File: config.mk
export PLATFORM = sky130hd
export DESIGN_NAME = johnson_counter_flat
export DESIGN_NICKNAME = d
export VERILOG_FILES = /design/src/rtl/johnson_counter_if.sv /design/src/rtl/johnson_counter.sv /design/src/flat_wrapper.sv
export SDC_FILE = /design/constraint.sdc
export NUM_CORES = 1
export LEC_CHECK = 0
export ABC_CLOCK_PERIOD_IN_PS = 2400
export CAP_MARGIN = 20
export CORE_MARGIN = 3
export CORE_UTILIZATION = 40
export DETAILED_ROUTE_END_ITERATION = 7
export GPL_TIMING_DRIVEN = 0
export PLACE_DENSITY = 0.81
export SLEW_MARGIN = 20
export SYNTH_ARGS = -nofsm -noshare
export SYNTH_HDL_FRONTEND = slang
export SYNTH_SLANG_ARGS = --single-unit
export TNS_END_PERCENT = 10
File: constraint.sdc
create_clock -name clk -period 2.4 [get_ports clk]
set_input_delay 0.48 -clock clk [delete_from_list [all_inputs] [get_ports clk]]
set_output_delay 0.48 -clock clk [all_outputs]
set_load 0.02 [all_outputs]
File: src/rtl/johnson_counter_if.sv
// Control and status bundle for the Johnson counter: step/load requests from the
// master, counter state and decoded status back from the counter.
interface johnson_counter_if #(
   parameter int WIDTH = 4
) ();
   localparam int IDX_W = $clog2(2 * WIDTH);

   logic             en;
   logic             dir;
   logic             load;
   logic [WIDTH-1:0] load_val;
   logic [WIDTH-1:0] q;
   logic [IDX_W-1:0] state_idx;
   logic             wrap;
   logic             illegal;

   modport master (
      output en, dir, load, load_val,
      input  q, state_idx, wrap, illegal
   );

   modport slave (
      input  en, dir, load, load_val,
      output q, state_idx, wrap, illegal
   );
endinterface

File: src/rtl/johnson_counter.sv
// Twisted-ring counter with direction control, parallel load, decoded position,
// registered wrap pulse and illegal-code self-correction.
module johnson_counter #(
   parameter int WIDTH = 4
) (
   input logic              clk,
   input logic              rst_n,
   johnson_counter_if.slave bus
);
   localparam int               IDX_W    = $clog2(2 * WIDTH);
   localparam int               SEQ_LEN  = 2 * WIDTH;
   localparam logic [WIDTH-1:0] ONE      = WIDTH'(1);
   localparam logic [WIDTH-1:0] TOP_CODE = {1'b1, {(WIDTH-1){1'b0}}};

   logic [WIDTH-1:0] q_q, q_d;
   logic             wrap_q, wrap_d;
   logic             illegal;
   logic [IDX_W-1:0] idx;
   int               ones;

   // A legal code is a run of ones anchored at bit 0, or its complement.
   function automatic logic is_legal(input logic [WIDTH-1:0] v);
      logic [WIDTH-1:0] nv;
      nv = ~v;
      return ((v & (v + ONE)) == '0) || ((nv & (nv + ONE)) == '0);
   endfunction

   function automatic int popcount(input logic [WIDTH-1:0] v);
      int n;
      n = 0;
      for (int i = 0; i < WIDTH; i++) begin
         if (v[i]) n = n + 1;
      end
      return n;
   endfunction

   always_comb begin
      illegal = !is_legal(q_q);
      ones    = popcount(q_q);
      idx     = '0;
      if (!illegal) begin
         if (q_q[0] || (q_q == '0)) idx = IDX_W'(ones);
         else                       idx = IDX_W'(SEQ_LEN - ones);
      end
   end

   // Wrap is flagged only for genuine steps across the 2*WIDTH-1 <-> 0 boundary.
   always_comb begin
      q_d    = q_q;
      wrap_d = 1'b0;
      if (bus.load) begin
         q_d = bus.load_val;
      end else if (bus.en) begin
         if (illegal) begin
            q_d = '0;
         end else if (bus.dir) begin
            q_d    = {q_q[WIDTH-2:0], ~q_q[WIDTH-1]};
            wrap_d = (q_q == TOP_CODE);
         end else begin
            q_d    = {~q_q[0], q_q[WIDTH-1:1]};
            wrap_d = (q_q == '0);
         end
      end
   end

   always_ff @(posedge clk or negedge rst_n) begin
      if (!rst_n) begin
         q_q    <= '0;
         wrap_q <= 1'b0;
      end else begin
         q_q    <= q_d;
         wrap_q <= wrap_d;
      end
   end

   assign bus.q         = q_q;
   assign bus.state_idx = idx;
   assign bus.wrap      = wrap_q;
   assign bus.illegal   = illegal;
endmodule

File: src/flat_wrapper.sv
// flat-port wrapper written by rule: the top's interface ports become plain ports
module johnson_counter_flat 
#(
   parameter int WIDTH = 4
)
  (clk, rst_n, bus_en, bus_dir, bus_load, bus_load_val, bus_q, bus_state_idx, bus_wrap, bus_illegal);
  johnson_counter_if #(.WIDTH(WIDTH)) bus_i ();
  input logic clk;
  input logic rst_n;
  input wire logic [$bits(bus_i.en)-1:0] bus_en;
  input wire logic [$bits(bus_i.dir)-1:0] bus_dir;
  input wire logic [$bits(bus_i.load)-1:0] bus_load;
  input wire logic [$bits(bus_i.load_val)-1:0] bus_load_val;
  output wire logic [$bits(bus_i.q)-1:0] bus_q;
  output wire logic [$bits(bus_i.state_idx)-1:0] bus_state_idx;
  output wire logic [$bits(bus_i.wrap)-1:0] bus_wrap;
  output wire logic [$bits(bus_i.illegal)-1:0] bus_illegal;
  assign bus_i.en = bus_en;
  assign bus_i.dir = bus_dir;
  assign bus_i.load = bus_load;
  assign bus_i.load_val = bus_load_val;
  assign bus_q = bus_i.q;
  assign bus_state_idx = bus_i.state_idx;
  assign bus_wrap = bus_i.wrap;
  assign bus_illegal = bus_i.illegal;
  johnson_counter #(.WIDTH(WIDTH)) u_core (.clk(clk), .rst_n(rst_n), .bus(bus_i));
endmodule
# Word level (Yosys, flattened, before mapping)
# Index checks and enable logic that the tools add are counted.
# classes
shifts	0
n_bitwise	5
mul	0
mux	14
n_addsub	6
eq_ne	1
n_reduce_logical	7
n_div	0
magnitude_cmp	0
# ops
op	count
two-way mux 4 bit	4
zero test 4 bit	3
two-way mux 3 bit	4
adder 4 x 1 -> 4 bit, second input constant	2
bitwise AND 4 bit	2
two-way mux 1 bit	5
equality test 4 bit, second input constant	1
NOT 4 bit	1
adder 2 x 1 -> 3 bit, second input constant	1
adder 3 x 2 -> 3 bit, second input constant	1
subtractor 1 x 3 -> 3 bit, first input constant	1
adder 1 x 1 -> 2 bit, second input constant	1
logical OR 1 bit	2
two-way mux 2 bit	1
NOT 1 bit	2
nonzero test 2 bit	1
zero test 1 bit	1
# totals
memories	0
ff_bits	5
mem_bits_ro	0
mem_bits_rw	0
latchBits	0
out_inout_bits	9

# Depth between registers and ports, before layout
# depth
ltp_word	10
mapped_depth	11
ltp_nobuf	10

# Worst setup path after synthesis
# No wires, ideal clock.
# synth_timing
path_kind	reg2out
startpoint	reg u_core.q_q[0] (netlist: u_core.bus.q[0])
endpoint	out bus_state_idx[2]
n_path_buf	1
arrival_time_ps	2441
stages_incl_launch_ff	12
path_slack_ps	-521
path_cell_list	dfrtp_1 -> buf_4 -> inv_1 -> ha_1 -> xor2_1 -> ha_1 -> nand2b_1 -> o21ai_0 -> ha_1 -> nor3_1 -> xnor2_1 -> nor2_1
# synth_via
elab_chain_cells	10
elab_cells_between_ends	20
# synth_lines
element	line_no	rtl
start, declared	johnson_counter.sv:15	logic [WIDTH-1:0] q_q, q_d;
start signal, assigned	johnson_counter.sv:71	q_q <= q_d;
two-way mux 1 bit	johnson_counter.sv:32	if (v[i]) n = n + 1;
adder 1 x 1 -> 2 bit	johnson_counter.sv:32	
two-way mux 2 bit	johnson_counter.sv:32	
adder 2 x 1 -> 3 bit	johnson_counter.sv:32	
two-way mux 3 bit	johnson_counter.sv:32	
adder 3 x 2 -> 3 bit	johnson_counter.sv:32	
two-way mux 3 bit	johnson_counter.sv:32	
subtractor 1 x 3 -> 3 bit	johnson_counter.sv:43	else idx = IDX_W'(SEQ_LEN - ones);
two-way mux 3 bit	johnson_counter.sv:42	if (q_q[0] || (q_q == '0)) idx = IDX_W'(ones);
two-way mux 3 bit (*)	johnson_counter.sv:41	if (!illegal) begin
end, declared	flat_wrapper.sv:15	output wire logic [$bits(bus_i.state_idx)-1:0] bus_state_idx;
# Mark *: on every way between the ends. The rest lies on a longest branch, timed or not.

# Worst setup path in the final report
# Same ends and word-level chain as after synthesis.

==> flow_summary.toml <==
[run]
maxCapViolations = 0

[die]
die_height_microns = 44.0
initial_core_util = 0.432
placeableCoreArea_sq_um = 1330
row_count = 13
die_width_microns = 44.0
io-pin-count = 18
dieArea_sq_um = 1930

[power]
ir_drop_uv = 319
power_density_nw_per_um2 = 638
static-leakage-power_nw = 0.365
totalPowerFinal_w = 0.000573

[synthesis]
postSynthRegisterBits = 5
synthesis.area_sq_um = 577
synth_seq_area_share = 0.217
synth_instances = 66
synth_top_cells_by_area = "dfrtp_1 22%, ha_1 15%, o31ai_2 6.5%"
synth.net_count = 82
post_synth_num_cell_types = 26
yosys.area.top_type = "dfrtp_1"
yosys_warnings = 0
netlist.area_leader.share = 0.217
synth.avg_cell_area_sq_um = 8.74

[sta]
timing.slew.headroom = 0.672
slew_violations = 0
worst_slack_on_hold_paths_ns = 0.471
hold_viol_final = 0
finalCriticalPeriod_ns = 2.76
final-setup-viol-count = 2
grt_setup_unrepaired = "true"
fmax_mhz = 362
skew_ns = 0.00209
finalCritPeriodShare = 1.15
post_route_setup_slack_ns = -0.364
tightest_slew_ns = 0.491

[final_layout]
most_common_cell_after_layout_fill_and_taps_aside = "clkdlybuf4s50_1"
area_growth_syn_to_layout_pct = 55.7
design_area_sq_um = 898
insertedDiodeCount = 0
final_cell_mix = "11 x clkdlybuf4s50_1, 10 x buf_4, 5 x nor2_1, 5 x a21oi_1"
num-nets-final = 110
final_layout_size_suffix_gt1_frac = 0.409

[clock_tree]
max-clock-path-buffers = 2
clock_buffers_created_by_tritoncts = 3
hold_buffers = 0
clk-insertion-delay-late_ns = 0.23
ctsRootBufferMaster = "clkbuf_4"
cts.reportedPaths.clkPinSlew_ns = 0.04
cts_tree = "done"
htreeDepth = 1
tritoncts_num_sinks = 5

[grt]
grt_usage = 0.175
grt_start_max_net_pins = 11
grt_pass1_wl_microns = 2430
antenna_found_initial = 0
grt_pass1_vias = 490
gr-total-overflow = 0

[critical_path]
critical_path_arrival_ns = 2.28
critPathMaxFanout = 3
cp-start-kind = "register"
regToRegSetupSlack_ns = 0.68
timing.critical_path.required_ns = 1.92
criticalPathCategory = "reg -> out"
critical_path_sink_type = "primary output"

[placement]
buffer_ports.inserted = 15
postPlaceCellArea_sq_um = 800
hpwl_microns = 1060
gp_congestion = 0.717

[drt]
ant_nets = 0
detail_route.wl_per_cell_microns = 13.9
detail_route.vias_per_cell = 5.20
finalWirelength_microns = 1500
vias = 562
drt_iter0_markers = 11
remaining_drc_errors = 0
detailedRoute.firstPassIterationCount = 4

[status]
status = "finished, violations left"
violations_in_the_final_reports = "negative setup slack"

[hold_path]
hold_path_class = "in -> async"
## final timing paths
kind                                 start               end  cells after the start
max in group asynchronous            rst_n   u_core.bus.q[1]                      1
setup / recovery           u_core.bus.q[0]  bus_state_idx[2]                     12
hold / removal                       rst_n   u_core.bus.wrap                      1
min in group clk                  bus_load   u_core.bus.q[3]                      3
setup reg to reg           u_core.bus.q[0]   u_core.bus.q[0]                      7
hold reg to reg            u_core.bus.q[2]   u_core.bus.wrap                      3
## routing by layer
| metal | share of wire | GRT usage |
|---|---|---|
| met5 | 0 | 0 |
| met4 | 0 | 0.0361 |
| met3 | 0.038 | 0.0373 |
| met2 | 0.51 | 0.288 |
| met1 | 0.45 | 0.235 |
## Yosys cell counts (all sizes together)
| cell type | count |
|---|---|
| a21oi | 6 |
| a221o | 1 |
| buf | 5 |
| clkbuf | 1 |
| dfrtp | 5 |
| ha | 7 |
| inv | 3 |
| mux2i | 3 |
| nand2 | 3 |
| nand2b | 2 |
| nand3 | 2 |
| nand3b | 1 |
| nor2 | 6 |
| nor3 | 5 |
| nor3b | 3 |
| o21ai | 2 |
| o221ai | 1 |
| o31a | 1 |
| o31ai | 4 |
| xnor2 | 3 |
| xor2 | 2 |
## layout make-up
cell class	instances	area [sq um]
Clock buffer	4	26.3
Sequential cell	5	128
Inverter	3	21.3
Timing Repair Buffer	23	203
Fill cell	104	435
Buffer	6	46.3
Multi-Input combinational cell	52	455
Tap cell	15	18.8
## through the flow
step / TNS [ns] / util / worst slack, ns / cells
after global placement: -1.40 / 0.599 / -0.713 / 96
after global routing: -1.08 / 0.674 / -0.460 / 108
after CTS: -0.683 / 0.674 / -0.375 / 108
final: -0.668 / 0.674 / -0.364 / 108
after floorplan: -0.334 / - / -0.208 / 66
after detailed placement: -1.51 / 0.599 / -0.750 / 96
## timing repair
| action | 4_1_cts | 5_1_grt |
|---|---|---|
| buffers inserted | 8 | 0 |
| gates cloned | 0 | 0 |
| pin swaps | 4 | 1 |
| gates resized for setup | 25 | 0 |
| setup endpoints to repair | 4 | 4 |
## registers in the layout (all words and copies together) (netlist names)
signal,cells
u_core.bus.q,4
u_core.bus.wrap,1
## worst max-delay path, cell delays in order, from the launching register on
cell	delay [ns]
dfrtp_2	0.41
buf_8	0.13
inv_8	0.05
ha_4	0.19
xor2_2	0.14
ha_1	0.28
nand2b_4	0.12
o21ai_2	0.05
ha_2	0.18
nor3_2	0.17
xnor2_1	0.15
nor2_2	0.05
buf_6	0.12
## power by group
group	leakage [nW]	switching, W	internal, W	total (W)
clock	0.0150	0.0000285	0.0000625	0.0000910
combinational	0.289	0.000194	0.000184	0.000378
sequential	0.0611	0.0000104	0.0000936	0.000104
## logic make-up (layout without fill, tap and decap cells)
family	after synthesis	after routing	share of synthesized area
DFF	5	5	0.217
and+or+nand+nor	22	22	0.202
adders and majority gates	7	7	0.152
buffers and inverters	9	36	0.0824
AOI/OAI and AO/OA	15	15	0.219
xor gates and xnor gates	5	5	0.0759
muxes	3	3	0.0521
No activity file was read; power rests on OpenSTA's default activity.
